$ cat src/rtl/rtl_dcnt_bk.sv
// Loadable countdown timer with Brent-Kung borrow network.
// Counts down in RUN, pulses expire on reaching zero, optional auto-reload.
module rtl_dcnt_bk #(
   parameter int N = 64
) (
   input  logic         clk,
   input  logic         nrst,
   input  logic         ld_valid,
   output logic         ld_ready,
   input  logic [N-1:0] ld_value,
   input  logic         ld_auto,
   input  logic         bin,
   input  logic         abort,
   output logic [N-1:0] counter,
   output logic         bout,
   output logic         expire,
   output logic         busy
);

   localparam int M  = N + 1;
   localparam int LG = $clog2(M);

   typedef enum logic [1:0] {
      IDLE = 2'd0,
      RUN  = 2'd1,
      DONE = 2'd2
   } state_t;

   state_t       state;
   state_t       state_n;
   logic [N-1:0] reload;
   logic         auto_r;
   logic [N:0]   c;
   logic [N-1:0] counter_n;
   logic         bout_n;
   logic         ld_acc;
   logic         hit;
   logic         ld_zero;

   // Element 0 injects bin; element k propagates through ~counter[k-1].
   always_comb begin : bk
      logic [M-1:0] gg;
      logic [M-1:0] pp;
      gg        = '0;
      pp        = '0;
      gg[0]     = bin;
      pp[M-1:1] = ~counter;
      for (int l = 0; l < LG; l++) begin
         for (int i = (2 << l) - 1; i < M; i += (2 << l)) begin
            gg[i] = gg[i] | (pp[i] & gg[i - (1 << l)]);
            pp[i] = pp[i] & pp[i - (1 << l)];
         end
      end
      for (int l = LG - 2; l >= 0; l--) begin
         for (int i = 3 * (1 << l) - 1; i < M; i += (2 << l)) begin
            gg[i] = gg[i] | (pp[i] & gg[i - (1 << l)]);
            pp[i] = pp[i] & pp[i - (1 << l)];
         end
      end
      c = gg;
   end

   assign counter_n = counter ^ c[N-1:0];
   assign bout_n    = c[N];
   assign ld_acc    = ld_valid & ld_ready;
   assign ld_zero   = (ld_value == '0);
   assign hit       = bin & (counter == {{(N-1){1'b0}}, 1'b1});

   always_ff @(posedge clk) begin
      if (!nrst) state <= IDLE;
      else       state <= state_n;
   end

   always_comb begin
      state_n = state;
      if (abort) begin
         state_n = IDLE;
      end else begin
         unique case (state)
            IDLE, DONE: if (ld_acc) state_n = ld_zero ? DONE : RUN;
            RUN:        if (hit && !auto_r) state_n = DONE;
            default:    state_n = IDLE;
         endcase
      end
   end

   always_comb begin
      ld_ready = (state != RUN);
      busy     = (state == RUN);
   end

   // Abort freezes the count; expiry reloads or parks at zero.
   always_ff @(posedge clk) begin
      if (!nrst) begin
         counter <= '0;
         reload  <= '0;
         auto_r  <= 1'b0;
         bout    <= 1'b0;
         expire  <= 1'b0;
      end else if (abort) begin
         expire <= 1'b0;
      end else begin
         expire <= 1'b0;
         if (state != RUN) begin
            if (ld_acc) begin
               counter <= ld_value;
               reload  <= ld_value;
               auto_r  <= ld_auto;
               bout    <= 1'b0;
               expire  <= ld_zero;
            end
         end else if (bin) begin
            bout <= bout_n;
            if (hit) begin
               expire  <= 1'b1;
               counter <= auto_r ? reload : '0;
            end else begin
               counter <= counter_n;
            end
         end
      end
   end

endmodule

$ cat config.mk
export PLATFORM = sky130hd
export DESIGN_NAME = rtl_dcnt_bk
export DESIGN_NICKNAME = d
export VERILOG_FILES = /design/src/rtl/rtl_dcnt_bk.sv
export SDC_FILE = /design/constraint.sdc
export NUM_CORES = 1
export LEC_CHECK = 0
export ABC_AREA = 1
export CAP_MARGIN = 20
export CORE_MARGIN = 2
export CORE_UTILIZATION = 48
export DETAILED_ROUTE_END_ITERATION = 12
export PLACE_DENSITY = 0.88
export SLEW_MARGIN = 5
export SYNTH_ARGS = -nofsm -noshare
export SYNTH_HDL_FRONTEND = slang
export SYNTH_SLANG_ARGS = --single-unit
$ cat constraint.sdc
create_clock -name clk -period 2.1 [get_ports clk]
set_input_delay 0.42 -clock clk [delete_from_list [all_inputs] [get_ports clk]]
set_output_delay 0.42 -clock clk [all_outputs]
set_load 0.02 [all_outputs]
==> impl_metrics.ini <==
[outcome]
status = complete, but fails checks
failed_checks = negative setup slack

[clock_tree]
tritoncts = built
cts_num_sinks = 133
htree_levels = 4
cts_buffer_depth = 2
cts_hold_buf = 0
path_clk_slew_ns = 0.06
cts_buffers = 17
cts-root-buf = clkbuf_16
clock_latency_ns = 0.43

[critical_path]
worstReg2RegEnd = counter[58]
crit_fanout = 5
crit_path_cell_trace = or2_4 > nor2_4 > nand2_4 > nor3_4 > buf_6 > nand3b_4 > nor3_2 > ha_2 > xnor2_1 > nand2_1 > nand3_1 > a21oi_1
r2r-start = counter[18]
setup.worst_path.end = counter[58]
worstPathArrival_ns = 2.59
crit_path_start_kind = flop
path_delay_family = simple AND/OR/NAND/NOR gates
cp.depth = 12
path_buf_inv = 1
end_kind = flop
critPathSlowestCell = dfxtp_2
cp.required_ns = 2.42
cpPeakStageDelay_ns = 0.31
worstSetupStartpoint = counter[18]
ff2ff_path_depth = 12
regToRegSetupSlack_ns = -0.16
path_class = reg -> reg

[detailed_routing]
avgViaCountPerCell = 5.90
drt_iter0_drc = 1301
dr.pass1.iters = 9
wl_um = 27900
vias = 9351
antenna_left = 0
post_drt_wl_per_cell_um = 17.6
drc_errors = 0

[finish]
nets = 1459
multi_input_area_um2 = 4840
postLayoutCoreUtil = 0.689
antenna_cells = 0
syn2layout_area_growth_pct = 40.1
design_area_um2 = 10900
nFillCells = 1201
register_area_um2 = 2670
drive_above_1_share = 0.159

[floorplan]
ios = 138
coreArea_um2 = 15900
start_util = 0.492
die_height_um = 132
die_area_um2 = 17300
num_rows = 46
die_x_um = 132

[synthesis]
syn_inst = 1179
yosys-top-cells-area = dfxtp_1 34%, nor2_1 10%, nand2_1 8.9%
yosysTopAreaCell = dfxtp_1
postSynthAreaPerCell_um2 = 6.62
syn-num-nets = 1282
syn_area_um2 = 7810
yosysWarningCount = 0
synth-seq-cells = 133
ys_types = 31
ys_seq_area_frac = 0.341
synth.top_cell.area_share = 0.341

[power_and_ir_drop]
cellLeakagePower_uw = 0.00458
peakVddDrop_mv = 0.612
cellPowerDensity_nw_per_um2 = 741

[timing]
grt_setup_unrepaired = yes
setup_viol = 23
worst_pin_slew_ns = 0.549
fin_skew_ns = 0.00898
max_freq_ghz = 0.442
slew_violations = 0
slew_headroom = 0.634
period_share = 1.08
setup_slack_ns = -0.164
finalCriticalPeriod_ns = 2.26
hold_violations = 0

[grt]
antenna_found_initial = 0
grt_first_pass_wirelength_um = 43000
grt_overflow = 0
grt_pass1_vias = 8866
grt_max_degree = 132
grt_usage = 0.303

[min_path]
holdPathStages = 2
worst_hold_path_type = reg -> reg

[place]
place.gp.congestion = 0.927
placed_area_um2 = 9790
dp_hpwl_um = 16800
io_buffers = 137

[job]
drv_cap = 0
power breakdown:
part	internal, uW	switching (uW)	total [uW]
registers	2710	142	2860
clock network	2250	1170	3430
logic	782	1050	1830
sequential cells by signal (all words and copies together), names as in the netlist:
| signal | cells |
|---|---|
| state | 2 |
| auto_r | 1 |
| bout | 1 |
| counter | 64 |
| expire | 1 |
| reload | 64 |
repair_timing:
item,in CTS,in global routing
gates resized for setup,35,54
pin swaps,19,28
gates cloned,1,0
buffers inserted,5,6
setup endpoints to repair,45,63
through the flow:
| stage | power (uW) | setup TNS (ns) | setup WS, ns | hold slack (ns) | std cells |
|---|---|---|---|---|---|
| after floorplan | 3750 | 0 | 0.00189 | 0.476 | 1179 |
| after detailed placement | 4530 | -33.34 | -0.813 | 0.453 | 1541 |
| final | 8110 | -2.41 | -0.164 | 0.478 | 1585 |
| after CTS | 7970 | -0.527 | -0.0808 | 0.462 | 1579 |
| after global routing | 8390 | -6.03 | -0.269 | 0.492 | 1585 |
| after global placement | 4490 | -28.90 | -0.668 | 0.455 | 1541 |
worst min-delay path, stage by stage (launching register included):
cell and delay, ns:
dfxtp_1 0.31, nand2_1 0.06, a21oi_1 0.06
layout make-up:
cell class / count / area share
multi-input cells: 899 / 0.443
flip-flops and latches: 133 / 0.244
repair buffers: 240 / 0.205
clock buffers: 19 / 0.0405
well taps: 216 / 0.0247
inverters: 65 / 0.0223
clock inverters: 13 / 0.0209
synth_stat cells (all sizes together):
| cell type | count |
|---|---|
| nor2 | 225 |
| a21oi | 133 |
| ha | 33 |
| nand2 | 187 |
| nand3 | 138 |
| or2 | 2 |
| dfxtp | 133 |
| xnor2 | 31 |
| buf | 41 |
| nor3 | 10 |
| and3 | 1 |
| inv | 65 |
| nor4 | 1 |
| clkbuf | 42 |
| a31oi | 1 |
| nand3b | 1 |
| nor3b | 1 |
| and2 | 1 |
| nand4 | 4 |
| o21ai | 129 |
per-layer routing:
layer,global-route usage,part of all wire,up-vias
li1,-,-,4239
met1,0.374,0.37,4264
met2,0.490,0.47,723
met3,0.0775,0.12,125
met4,0.151,0.040,0
met5,0,0,-
cells in the final DEF (no fill, tap or decap), types with 3 or more instances in the layout:
master and n:
a21oi_1 124, a21oi_2 9, buf_12 8, buf_4 92, buf_6 3, bufinv_16 6
clkbuf_16 17, clkdlybuf4s50_1 133, clkinv_2 3, clkinv_4 3, dfxtp_1 129, dfxtp_2 4
dlygate4sd2_1 3, ha_1 23, ha_2 3, ha_4 7, inv_1 58, inv_2 7
nand2_1 178, nand2_2 5, nand2_4 4, nand3_1 134, nand3_2 3, nand4_1 3
nor2_1 204, nor2_2 9, nor2_4 12, nor3_2 5, nor3_4 3, o21ai_0 79
o21ai_1 50, xnor2_1 27, xnor2_2 4
cell families after synthesis:
logic type	after synthesis	share of synthesized area
fa+ha+maj	33	0.0529
buf+inv	148	0.0889
simple gates	571	0.312
xor+xnor	31	0.0348
compound gates	263	0.171
flops	133	0.341
worst min-delay path by stage:
stage | startpoint | to
final | bout | bout
after global routing | bout | bout
after CTS | bout | bout
after detailed placement | bout | bout
after global placement | bout | bout
after floorplan | reload[29] | reload[29]
Note: power is estimated with default switching activity, not from simulation.
